**config.mk**
```make
export PLATFORM = sky130hd
export DESIGN_NAME = pipe_skid_register_flat
export DESIGN_NICKNAME = d
export VERILOG_FILES = /design/src/rtl/pipe_skid_register_if.sv /design/src/rtl/pipe_skid_register.sv /design/src/flat_wrapper.sv
export SDC_FILE = /design/constraint.sdc
export NUM_CORES = 1
export LEC_CHECK = 0
export ABC_AREA = 1
export CORE_ASPECT_RATIO = 0.8
export CORE_MARGIN = 3
export CORE_UTILIZATION = 35
export DETAILED_ROUTE_END_ITERATION = 6
export DONT_BUFFER_PORTS = 1
export GPL_ROUTABILITY_DRIVEN = 0
export PLACE_DENSITY_LB_ADDON = 0.15
export SETUP_SLACK_MARGIN = 0.15
export SLEW_MARGIN = 20
export SYNTH_ARGS = -nofsm -noshare
export SYNTH_HDL_FRONTEND = slang
export SYNTH_SLANG_ARGS = --single-unit
```
**constraint.sdc**
```tcl
create_clock -name clk_i -period 1.8 [get_ports clk_i]
set_input_delay 0.18 -clock clk_i [delete_from_list [all_inputs] [get_ports clk_i]]
set_output_delay 0.18 -clock clk_i [all_outputs]
set_load 0.02 [all_outputs]
```
**src/rtl/pipe_skid_register_if.sv**
```systemverilog
// Valid/ready stream bundle carrying one control and one data payload.
// The producer side uses the master modport; the consumer side uses the slave modport.
interface pipe_skid_register_if #(
    parameter int CTRL_W = 8,
    parameter int DATA_W = 32
);
    logic              valid;
    logic              ready;
    logic [CTRL_W-1:0] ctrl;
    logic [DATA_W-1:0] data;

    modport master (output valid, output ctrl, output data, input ready);
    modport slave  (input valid, input ctrl, input data, output ready);
endinterface

```
**src/rtl/pipe_skid_register.sv**
```systemverilog
// Elastic pipeline-stage register with a 2-entry skid buffer. Upstream ready is a
// decode of the state register only, so no combinational ready path crosses the stage.
module pipe_skid_register #(
    parameter int                CTRL_W      = 8,
    parameter int                DATA_W      = 32,
    parameter logic [CTRL_W-1:0] BUBBLE_CTRL = '0,
    parameter logic [DATA_W-1:0] BUBBLE_DATA = DATA_W'(32'h2A2A_2A2A)
) (
    input  logic                  clk_i,
    input  logic                  rst_ni,
    input  logic                  flush_i,
    pipe_skid_register_if.slave   in_if,
    pipe_skid_register_if.master  out_if,
    output logic [1:0]            occupancy_o
);

    typedef enum logic [1:0] {
        EMPTY = 2'd0,
        BUSY  = 2'd1,
        FULL  = 2'd2
    } state_e;

    state_e            state_q, state_d;
    logic [CTRL_W-1:0] main_ctrl_q, main_ctrl_d;
    logic [DATA_W-1:0] main_data_q, main_data_d;
    logic [CTRL_W-1:0] skid_ctrl_q, skid_ctrl_d;
    logic [DATA_W-1:0] skid_data_q, skid_data_d;

    logic in_ready;
    logic out_valid;
    logic in_fire;
    logic out_fire;

    assign in_ready  = (state_q != FULL);
    assign out_valid = (state_q != EMPTY);
    assign in_fire   = in_if.valid & in_ready;
    assign out_fire  = out_valid & out_if.ready;

    // NOTE: every next-state variable takes its hold value first, so no path leaves it unassigned and no latch is inferred.
    always_comb begin
        state_d     = state_q;
        main_ctrl_d = main_ctrl_q;
        main_data_d = main_data_q;
        skid_ctrl_d = skid_ctrl_q;
        skid_data_d = skid_data_q;

        if (flush_i) begin
            // Flush wins over both fires; the skid contents are left as they are.
            state_d     = EMPTY;
            main_ctrl_d = BUBBLE_CTRL;
            main_data_d = BUBBLE_DATA;
        end else begin
            case (state_q)
                EMPTY: begin
                    if (in_fire) begin
                        main_ctrl_d = in_if.ctrl;
                        main_data_d = in_if.data;
                        state_d     = BUSY;
                    end
                end
                BUSY: begin
                    if (in_fire && out_fire) begin
                        main_ctrl_d = in_if.ctrl;
                        main_data_d = in_if.data;
                    end else if (in_fire) begin
                        skid_ctrl_d = in_if.ctrl;
                        skid_data_d = in_if.data;
                        state_d     = FULL;
                    end else if (out_fire) begin
                        state_d     = EMPTY;
                    end
                end
                FULL: begin
                    if (out_fire) begin
                        main_ctrl_d = skid_ctrl_q;
                        main_data_d = skid_data_q;
                        state_d     = BUSY;
                    end
                end
                default: state_d = EMPTY;
            endcase
        end
    end

    // NOTE: payload registers are reset too, because the reset value of Out_Data (zero) is observable.
    always_ff @(posedge clk_i or negedge rst_ni) begin
        if (!rst_ni) begin
            state_q     <= EMPTY;
            main_ctrl_q <= '0;
            main_data_q <= '0;
            skid_ctrl_q <= '0;
            skid_data_q <= '0;
        end else begin
            // NOTE: non-blocking assignments so every register samples the pre-edge values.
            state_q     <= state_d;
            main_ctrl_q <= main_ctrl_d;
            main_data_q <= main_data_d;
            skid_ctrl_q <= skid_ctrl_d;
            skid_data_q <= skid_data_d;
        end
    end

    assign in_if.ready  = in_ready;
    assign out_if.valid = out_valid;
    assign out_if.ctrl  = out_valid ? main_ctrl_q : BUBBLE_CTRL;
    assign out_if.data  = main_data_q;
    assign occupancy_o  = {state_q == FULL, state_q == BUSY};

endmodule

```
**src/flat_wrapper.sv**
```systemverilog
// flat-port wrapper written by rule: the top's interface ports become plain ports
module pipe_skid_register_flat 
#(
    parameter int                CTRL_W      = 8,
    parameter int                DATA_W      = 32,
    parameter logic [CTRL_W-1:0] BUBBLE_CTRL = '0,
    parameter logic [DATA_W-1:0] BUBBLE_DATA = DATA_W'(32'h2A2A_2A2A)
)
  (clk_i, rst_ni, flush_i, occupancy_o, in_if_valid, in_if_ctrl, in_if_data, in_if_ready, out_if_valid, out_if_ctrl, out_if_data, out_if_ready);
  pipe_skid_register_if #(.CTRL_W(CTRL_W), .DATA_W(DATA_W)) in_if_i ();
  pipe_skid_register_if #(.CTRL_W(CTRL_W), .DATA_W(DATA_W)) out_if_i ();
  input  logic clk_i;
  input  logic rst_ni;
  input  logic flush_i;
  output logic [1:0] occupancy_o;
  input wire logic [$bits(in_if_i.valid)-1:0] in_if_valid;
  input wire logic [$bits(in_if_i.ctrl)-1:0] in_if_ctrl;
  input wire logic [$bits(in_if_i.data)-1:0] in_if_data;
  output wire logic [$bits(in_if_i.ready)-1:0] in_if_ready;
  output wire logic [$bits(out_if_i.valid)-1:0] out_if_valid;
  output wire logic [$bits(out_if_i.ctrl)-1:0] out_if_ctrl;
  output wire logic [$bits(out_if_i.data)-1:0] out_if_data;
  input wire logic [$bits(out_if_i.ready)-1:0] out_if_ready;
  assign in_if_i.valid = in_if_valid;
  assign in_if_i.ctrl = in_if_ctrl;
  assign in_if_i.data = in_if_data;
  assign in_if_ready = in_if_i.ready;
  assign out_if_valid = out_if_i.valid;
  assign out_if_ctrl = out_if_i.ctrl;
  assign out_if_data = out_if_i.data;
  assign out_if_i.ready = out_if_ready;
  pipe_skid_register #(.CTRL_W(CTRL_W), .DATA_W(DATA_W), .BUBBLE_CTRL(BUBBLE_CTRL), .BUBBLE_DATA(BUBBLE_DATA)) u_core (.clk_i(clk_i), .rst_ni(rst_ni), .flush_i(flush_i), .in_if(in_if_i), .out_if(out_if_i), .occupancy_o(occupancy_o));
endmodule
```
==> results of run 1 <==
## cell families (layout without fill, tap and decap cells)
| kind of cell | after synthesis | count (layout) |
|---|---|---|
| AND/OR/NAND/NOR | 288 | 289 |
| buffers and inverters | 91 | 144 |
| flip-flops | 82 | 82 |
| AO/OA/AOI/OAI | 70 | 70 |
| adder cells (fa/ha/maj) | 4 | 4 |
## critical path, delay by kind of cell (launching register included)
family        cells  cell delay, ns
flops             1            0.41
buf+inv           2            0.28
simple gates      1            0.28
fa+ha+maj         1            0.17
## power by group
| group | leakage [nW] | internal, mW | switching [mW] | total, mW |
|---|---|---|---|---|
| logic | 1.54 | 1.21 | 1.78 | 2.99 |
| registers | 1.02 | 2.73 | 1.00 | 3.73 |
| clock network | 0.136 | 1.11 | 0.741 | 1.85 |
## metrics by stage
stage | TNS, ns | cell area, µm² | cells
after global routing | 0 | 5200 | 733
after CTS | 0 | 5070 | 728
after global placement | -0.148 | 4250 | 664
after detailed placement | -1.82 | 4250 | 664
final | 0 | 5200 | 733
after floorplan | 0 | 4030 | 535
## placed cells by master, fill, tap and decap left out, drive strengths merged
cell type	Yosys	routed
bufinv	0	1
clkinvlp	0	1
nand2	161	161
nor2	70	71
o21ai	69	69
inv	58	58
buf	13	30
dlygate4sd3	0	40
nor3	1	1
dfrtp	82	82
nand4	12	12
ha	4	4
clkbuf	20	14
nand3	44	44
a21oi	1	1
## flip-flops by register name (all words and copies together) (netlist names)
| signal | flops |
|---|---|
| u_core.main_ctrl_q | 8 |
| u_core.out_if.data | 32 |
| u_core.skid_ctrl_q | 8 |
| u_core.skid_data_q | 32 |
| u_core.state_q | 2 |
## cell type report
| type | count | area [µm²] |
|---|---|---|
| fill | 1130 | 5860 |
| sequential | 82 | 2050 |
| multi-input combinational | 363 | 1720 |
| timing repair buffer | 71 | 749 |
| clock buffer | 13 | 250 |
| inverter | 58 | 218 |
| tap | 144 | 180 |
| clock inverter | 2 | 37.5 |
## layer usage
| metal | vias to the layer above | routed length [µm] | global-route usage (%) |
|---|---|---|---|
| met4 | 0 | 186 | 6.43 |
| li1 | 1782 | - | - |
| met2 | 97 | 5210 | 28.4 |
| met3 | 17 | 1030 | 6.27 |
| met5 | - | 0 | 0 |
| met1 | 1684 | 5340 | 24.9 |
## how the worst min path moves through the flow
stage / depth (start not counted) / endpoint / slack, ns
3_5_place_dp: 0 / u_core.skid_ctrl_q[4]$_DFFE_PN0P_ / -0.11
4_1_cts: 0 / u_core.out_if.data[17]$_DFFE_PN0P_ / -0.48
2_1_floorplan: 0 / u_core.main_ctrl_q[0]$_DFFE_PN0P_ / -0.12
3_3_place_gp: 0 / u_core.skid_ctrl_q[4]$_DFFE_PN0P_ / -0.11
5_1_grt: 0 / u_core.out_if.data[2]$_DFFE_PN0P_ / -0.49
6_report: 0 / u_core.skid_data_q[0]$_DFFE_PN0P_ / -0.47
## repair_timing
item | in CTS | in global routing
buffers inserted | 8 | 3
setup endpoints to repair | 85 | 87
endpoints found under the hold margin | 122 | 82
pin swaps | 4 | 7
gates cloned | 1 | 2
resized for setup | 14 | 25
==> impl_metrics.yaml, run 1 <==
outcome:
  outcome: "complete, but fails checks"
  violations: "hold timing"
detailed_routing:
  vias: 3580
  first_pass_iters: 4
  drt_wl_total_mm: 11.8
  drt_iter0_drc: 298
  wl_per_cell_um: 16.0
  via_per_inst: 4.88
  ant_nets: 0
  drc: 0
setup_path:
  slowest_stage: "dfrtp_1"
  arrival_ns: 1.49
  crit_required_ns: 1.62
  cp_slowest_stage_delay_ns: 0.41
  setup.worst_path.end_class: "primary output"
  crit_path_cell_trace: "inv_2, ha_4, buf_2, nor2_2"
  critPathLaunchType: "flip-flop"
  rrSetupSlack_ns: 0.14
  cp-startpoint: "u_core.state_q[1]$_DFFE_PN0P_"
  setup.worst_path.end: "out_if_ctrl[1]"
  r2r-end: "u_core.skid_data_q[17]$_DFFE_PN0P_"
  crit-reg2reg-launch: "u_core.state_q[1]$_DFFE_PN0P_"
  r2r_cells: 8
  worstSetupPathType: "flip-flop to primary output"
  critPathMaxFanout: 5
global_routing:
  grt_overflow: 0
  grt_first_pass_wirelength_mm: 18.9
  track_usage_pct: 18.6
  grt_max_degree: 83
  grt_pass1_vias: 3513
  grt_antenna_before_repair: 0
timing:
  layout_setup_ws_ns: 0.133
  fin_skew_ns: 0.00694
  fin_crit_ns: 1.67
  tightest_slew_ns: 0.397
  fmax_mhz: 600
  finalCritPeriodShare_pct: 92.6
  relSlewSlack_pct: 73.4
  hold_viol_final: 82
  rsz0062_at_grt: "yes"
  drv_slew: 0
  setup_violations: 0
  holdWs_ns: -0.471
clocking:
  cts_tree: "yes"
  holdBufCountCts: 40
  root_buffer: "clkbuf_16"
  cts_buffers: 9
  cts_buffer_depth: 2
  htreeDepth: 3
  cts.sinks: 82
  clk_latency_ns: 0.34
  cts.clk_slew.worst_paths_ns: 0.06
power:
  power.density_mw_per_mm2: 1650
  peakVddDrop_mv: 0.587
  power.total_mw: 8.56
  power.leakage_nw: 2.69
logic_synthesis:
  synth_top_flop_cell: "dfrtp_1"
  syn_nets: 584
  synth_warnings: 0
  synth_top_family_by_area: "simple AND/OR/NAND/NOR gates"
  syn_inst: 535
  yosysUniqueCellTypes: 20
  synth_mux_area_share_pct: 0
  synthSimpleGateAreaFrac_pct: 30.0
  syn_area_per_cell_um2: 7.52
  yosysMostFrequentCell: "nand2_1"
  synth_edf_count: 0
  ys_async_sr_fraction_pct: 100
  synth_top_area_share_pct: 51.0
  synthesis.area_mm2: 0.00403
  synth_top_area_cell: "dfrtp_1"
  synth_xor_area_share_pct: 0
  ys_seq_area_share_pct: 51.0
  synth_compound_area_share_pct: 8.70
  synth_common_cells: "nand2_1, dfrtp_1, nor2_1, o21ai_0, inv_1"
  ys_ff_latch: 82
  synth.area.top_cells: "dfrtp_1, nand2_1, o21ai_0"
  synthAdderAreaFrac_pct: 1.24
min_path:
  worst_hold_path_type: "primary input to async pin"
floorplan:
  rows: 34
  initial_core_util_pct: 36.4
  num_io_pins: 89
  die_w_um: 126
  dieHeight_um: 102
  die_area_mm2: 0.0128
  core_mm2: 0.0111
final_layout:
  final_core_util_pct: 47.0
  drive_above_1_share_pct: 12.2
  layout.nets: 634
  area_delta_synth_final_pct: 29.3
  antenna_cells: 0
placement:
  hpwl_mm: 6.76
  dpl_worst_slack_ns: -0.0847
  io_buffers: 0
job:
  cap_violations: 0
Note: power is estimated with default switching activity, not from simulation.
==> run 2, diff against run 1 <==
--- a/config.mk
+++ b/config.mk
@@ -6,6 +6,8 @@
 export NUM_CORES = 1
 export LEC_CHECK = 0
 export ABC_AREA = 1
+export CELL_PAD_IN_SITES_DETAIL_PLACEMENT = 0
+export CELL_PAD_IN_SITES_GLOBAL_PLACEMENT = 1
 export CORE_ASPECT_RATIO = 0.8
 export CORE_MARGIN = 3
 export CORE_UTILIZATION = 35
==> constraint.sdc (replaced) <==
create_clock -name clk_i -period 1.5 [get_ports clk_i]
set_input_delay 0.15 -clock clk_i [delete_from_list [all_inputs] [get_ports clk_i]]
set_output_delay 0.15 -clock clk_i [all_outputs]
set_load 0.02 [all_outputs]
==> run 2 against run 1 <==
The run ends with hold timing, setup timing left. Critical path type is now flip-flop to flip-flop. Global-route usage up 0.78 points. Clock power is 15% higher. Combinational power grew 56%. Flip-flop and latch count unchanged. Final cell count is 4.0% higher. Critical path depth grew 8. Largest cell class unchanged. Routed wire length is 6.7% higher. Sequential share of layout area decreased by 3.7 points. Critical endpoint is now u_core.out_if.data[5]$_DFFE_PN0P_. Sequential power grew 23%. Register-to-register slack got worse by 0.30 ns. Core utilization rose by 4.8 points.
==> impl_metrics.yaml, run 2 (synthesis results as in run 1) <==
detailed_routing:
  ant_nets: 0
  drt_wl_total_mm: 12.5
  via_per_inst: 4.86
  drt_iter0_drc: 193
  vias: 3705
  wl_per_cell_um: 16.5
  first_pass_iters: 4
  drc: 0
global_routing:
  grt_antenna_before_repair: 0
  grt_max_degree: 83
  track_usage_pct: 19.4
  grt_pass1_vias: 3616
  grt_first_pass_wirelength_mm: 19.5
  grt_overflow: 0
placement:
  placed_cells: 685
  placed_cell_area_mm2: 0.00450
  dpl_worst_slack_ns: -0.311
  io_buffers: 0
  hpwl_mm: 7.20
min_path:
  worst_hold_path_type: "primary input to async pin"
timing:
  drv_slew: 0
  fin_skew_ns: 0.00309
  setup_violations: 91
  hold_viol_final: 82
  holdWs_ns: -0.497
  finalSetupTns_ns: -11.60
  fmax_mhz: 604
  relSlewSlack_pct: 80.5
  rsz0062_at_grt: "yes"
  tightest_slew_ns: 0.292
  finalCritPeriodShare_pct: 110
  layout_setup_ws_ns: -0.156
  fin_crit_ns: 1.66
final_layout:
  antenna_cells: 0
  layout.nets: 664
  fin_area_mm2: 0.00574
  finalNonFillerCells: 762
  drive_above_1_share_pct: 22.3
  area_delta_synth_final_pct: 42.5
  final_core_util_pct: 51.9
  final_cell_mix: "nand2_1, dfrtp_1, nor2_1"
  layout_commonest_cell: "nand2_1"
floorplan:
  dieHeight_um: 102
  die_area_mm2: 0.0128
  rows: 34
  core_mm2: 0.0111
  die_w_um: 126
  num_io_pins: 89
  initial_core_util_pct: 36.4
clocking:
  root_buffer: "clkbuf_16"
  clk_latency_ns: 0.34
  cts_buffers: 9
  cts.clk_slew.worst_paths_ns: 0.06
  cts_buffer_depth: 2
  cts.sinks: 82
  holdBufCountCts: 41
  htreeDepth: 3
  cts_tree: "yes"
setup_path:
  setup.worst_path.end_class: "flip-flop"
  critPathLaunchType: "flip-flop"
  rrSetupSlack_ns: -0.16
  cp-startpoint: "u_core.state_q[1]$_DFFE_PN0P_"
  setup.worst_path.end: "u_core.out_if.data[5]$_DFFE_PN0P_"
  r2r-end: "u_core.out_if.data[5]$_DFFE_PN0P_"
  critPathMaxFanout: 7
  r2r_cells: 12
  crit_required_ns: 1.73
  worstSetupPathType: "flip-flop to flip-flop"
  crit-reg2reg-launch: "u_core.state_q[1]$_DFFE_PN0P_"
  arrival_ns: 1.89
power:
  power.density_mw_per_mm2: 1980
  power.leakage_nw: 2.96
  peakVddDrop_mv: 0.736
outcome:
  outcome: "complete, but fails checks"
  violations: "hold timing, setup timing"
job:
  cap_violations: 0
==> run 2: changes by cell type in the layout (fill, tap and decap cells not counted), moves of 3 or more <==
cell / delta
o21ai_0: -24
buf_6: +14
nor2_4: +6
o21ai_1: +22
nor2_2: -5
nand2_2: +23
buf_4: +12
clkinv_2: +3
nand2_1: -31
nand2_4: +8
==> run 2: worst min-delay path by stage <==
stage | slack, ns | endpoint | startpoint | depth (start not counted)
6_report | -0.50 | u_core.skid_data_q[28]$_DFFE_PN0P_ | rst_ni | 0
4_1_cts | -0.51 | u_core.skid_ctrl_q[3]$_DFFE_PN0P_ | rst_ni | 0
5_1_grt | -0.51 | u_core.out_if.data[19]$_DFFE_PN0P_ | rst_ni | 0
2_1_floorplan | -0.15 | u_core.main_ctrl_q[0]$_DFFE_PN0P_ | rst_ni | 0
3_5_place_dp | -0.14 | u_core.out_if.data[26]$_DFFE_PN0P_ | rst_ni | 0
3_3_place_gp | -0.14 | u_core.skid_data_q[28]$_DFFE_PN0P_ | rst_ni | 0
==> run 2: per-stage QoR <==
stage	power, mW	hold slack (ns)
2_1_floorplan	6.86	-0.146
5_1_grt	12.1	-0.512
6_report	11.3	-0.497
4_1_cts	10.8	-0.509
3_5_place_dp	8.02	-0.144
3_3_place_gp	7.94	-0.143
==> run 2: worst max-delay path, cell delays in order (launching register included) <==
cell	delay, ns
dfrtp_1	0.42
inv_2	0.07
ha_4	0.18
inv_4	0.08
nand2_4	0.06
nand2_4	0.07
buf_6	0.10
inv_2	0.03
nand2_4	0.07
nand3_4	0.15
clkbuf_16	0.22
nand2_2	0.05
nand2_1	0.05
==> run 2: where the power goes <==
part           internal (mW)  switching, mW
sequential              3.27           1.30
clock                   1.26          0.866
combinational           2.15           2.50
==> run 2: per-layer routing <==
| layer | track usage [%] | wire [µm] | part of all wire (%) | up-vias |
|---|---|---|---|---|
| met5 | 0 | 0 | 0 | - |
| met4 | 5.36 | 121 | 0.96 | 0 |
| met3 | 5.85 | 770 | 6.1 | 9 |
| met2 | 30.0 | 5810 | 46 | 84 |
| met1 | 26.7 | 5850 | 47 | 1768 |
| li1 | - | - | - | 1844 |
==> run 2: what timing repair did <==
action	in CTS	in global routing
cloned	3	4
endpoints found under the hold margin	123	82
endpoints found under the setup margin	94	94
pin swaps	8	14
resized for setup	30	55
buffers inserted	10	5
==> run 2: layout make-up <==
| cell class | count | area [µm²] |
|---|---|---|
| fillers | 1087 | 5320 |
| flip-flops and latches | 82 | 2050 |
| multi-input cells | 363 | 1890 |
| repair buffers | 101 | 1120 |
| clock buffers | 10 | 229 |
| inverters | 58 | 228 |
| well taps | 144 | 180 |
| clock inverters | 4 | 45.0 |
==> run 3, diff against run 2 <==
--- a/config.mk
+++ b/config.mk
@@ -6,8 +6,6 @@
 export NUM_CORES = 1
 export LEC_CHECK = 0
 export ABC_AREA = 1
-export CELL_PAD_IN_SITES_DETAIL_PLACEMENT = 0
-export CELL_PAD_IN_SITES_GLOBAL_PLACEMENT = 1
 export CORE_ASPECT_RATIO = 0.8
 export CORE_MARGIN = 3
 export CORE_UTILIZATION = 35
==> run 3 against run 2 <==
The flow still finishes with violations (hold timing, setup timing). Global-route usage shrank 0.60 points. Combinational power grew 8.8%. Power grew 5.0%. Non-clock buffer count shrank 2. Count of clock-buffer cells in the layout grew 2. Clock power grew 8%. Worst hold slack gained 0.0034 ns. Critical path type unchanged. Largest cell class unchanged.
==> impl_metrics.yaml, run 3 (synthesis results as in run 1) <==
floorplan:
  initial_core_util_pct: 36.4
  rows: 34
  die_area_mm2: 0.0128
  core_mm2: 0.0111
  num_io_pins: 89
  dieHeight_um: 102
  die_w_um: 126
detailed_routing:
  vias: 3740
  first_pass_iters: 5
  wl_per_cell_um: 15.9
  ant_nets: 0
  via_per_inst: 4.91
  drt_wl_total_mm: 12.2
  drt_iter0_drc: 203
  drc: 0
clocking:
  cts_buffer_depth: 2
  cts_tree: "yes"
  cts.clk_slew.worst_paths_ns: 0.06
  holdBufCountCts: 40
  cts.sinks: 82
  cts_buffers: 9
  htreeDepth: 3
  root_buffer: "clkbuf_16"
  clk_latency_ns: 0.33
setup_path:
  critPathMaxFanout: 5
  crit_required_ns: 1.77
  critPathLaunchType: "flip-flop"
  crit_path_cell_trace: "inv_2, ha_4, buf_6, nor3_4, inv_2, nand3_4, buf_6, clkbuf_16, nand2_2, nand2_1"
  setup.worst_path.end_class: "flip-flop"
  worstSetupPathType: "flip-flop to flip-flop"
  slowest_stage: "dfrtp_1"
  arrival_ns: 1.91
  cp_slowest_stage_delay_ns: 0.37
final_layout:
  area_delta_synth_final_pct: 44.2
  layout_commonest_cell: "nand2_1"
  layout.nets: 663
  finalNonFillerCells: 762
  num-fill-cells: 1053
  antenna_cells: 0
  drive_above_1_share_pct: 22.8
  final_cell_mix: "nand2_1, dfrtp_1, nor2_1"
timing:
  hold_viol_final: 82
  finalCritPeriodShare_pct: 109
  layout_setup_ws_ns: -0.135
  rsz0062_at_grt: "yes"
  setup_violations: 90
  tightest_slew_ns: 0.285
  fin_skew_ns: 0.00551
  relSlewSlack_pct: 81.0
  holdWs_ns: -0.493
  drv_slew: 0
  fmax_mhz: 612
  fin_crit_ns: 1.63
job:
  cap_violations: 0
power:
  switching_share_pct: 40.1
  clock_power_share_pct: 19.4
  power.leakage_nw: 2.97
  share_comb_of_total_power_pct: 42.5
  power.internal_mw: 7.14
  power.density_mw_per_mm2: 2050
  peakVddDrop_mv: 0.825
  pwr-share-seq_pct: 38.1
  p_sw_mw: 4.78
placement:
  hpwl_mm: 6.91
  placed_cells: 682
  io_buffers: 0
outcome:
  violations: "hold timing, setup timing"
  outcome: "complete, but fails checks"
global_routing:
  grt_first_pass_wirelength_mm: 19.1
  grt_overflow: 0
  grt_pass1_vias: 3515
  track_usage_pct: 18.8
  grt_max_degree: 83
  grt_antenna_before_repair: 0
min_path:
  worst_hold_path_type: "primary input to async pin"
## run 3: cell types whose count changed in the layout (fill, tap and decap cells not counted), moves of 3 or more
| cell | change |
|---|---|
| buf_4 | -9 |
| nand3_2 | +3 |
| buf_16 | +3 |
| buf_6 | +6 |
| nand3_1 | -3 |
## run 3: timing repair
item,CTS,global route
setup endpoints to repair,94,94
endpoints found under the hold margin,122,82
gates resized for setup,53,44
gates cloned,5,2
buffers inserted,17,1
pin swaps,19,13
## run 3: layout make-up
type | instances | area (µm²) | area share (%)
tap | 144 | 180 | 3.10
timing repair buffer | 99 | 1140 | 19.6
clock buffer | 12 | 236 | 4.07
clock inverter | 3 | 65.1 | 1.12
multi-input combinational | 364 | 1910 | 32.8
sequential | 82 | 2050 | 35.4
inverter | 58 | 225 | 3.88
## run 3: path summary, 6_finish.rpt
check | startpoint | end | slack, ns | cells after the start
max | u_core.state_q[1]$_DFFE_PN0P_ | u_core.out_if.data[2]$_DFFE_PN0P_ | -0.13 | 10
min in group clk_i | flush_i | u_core.state_q[0]$_DFFE_PN0P_ | 0.01 | 3
max reg2reg | u_core.state_q[1]$_DFFE_PN0P_ | u_core.out_if.data[2]$_DFFE_PN0P_ | -0.13 | 10
max in group asynchronous | rst_ni | u_core.main_ctrl_q[2]$_DFFE_PN0P_ | 1.84 | 0
min | rst_ni | u_core.out_if.data[24]$_DFFE_PN0P_ | -0.49 | 0
min reg2reg | u_core.main_ctrl_q[1]$_DFFE_PN0P_ | u_core.main_ctrl_q[1]$_DFFE_PN0P_ | 0.47 | 2
## run 3: critical path, delay by kind of cell (launching register included)
family,cells,cell delay [ns]
AND/OR/NAND/NOR,4,0.45
adder cells (fa/ha/maj),1,0.17
buffers and inverters,5,0.56
flip-flops,1,0.37
## run 3: metal layers
metal / vias up / part of all wire (%) / track usage (%)
met5: - / 0 / 0
met3: 6 / 7.7 / 6.58
met1: 1781 / 46 / 25.7
li1: 1845 / - / -
met4: 0 / 0.72 / 3.46
met2: 108 / 46 / 29.3
## run 3: per-stage QoR
stage                     instance area, µm²  TNS (ns)  setup slack [ns]  total power, mW  utilization [%]
after floorplan                         4200    -0.553           -0.0309             6.86                -
after global placement                  4470     -6.53            -0.226             7.75             40.4
after detailed placement                4470     -8.38            -0.294             7.84             40.4
after CTS                               5600     -6.93            -0.118             11.5             50.6
after global routing                    5800    -14.67            -0.208             12.6             52.5
final                                   5800     -7.50            -0.135             11.9             52.5
## run 3: power by group through the flow
stage	Sequential [mW]	Combinational, mW	Clock, mW
detailed placement	4.51	3.33	0
global placement	4.49	3.26	0
floorplan	4.32	2.53	0
finish	4.54	5.06	2.31
CTS	4.50	4.66	2.37
global route	4.67	5.51	2.45
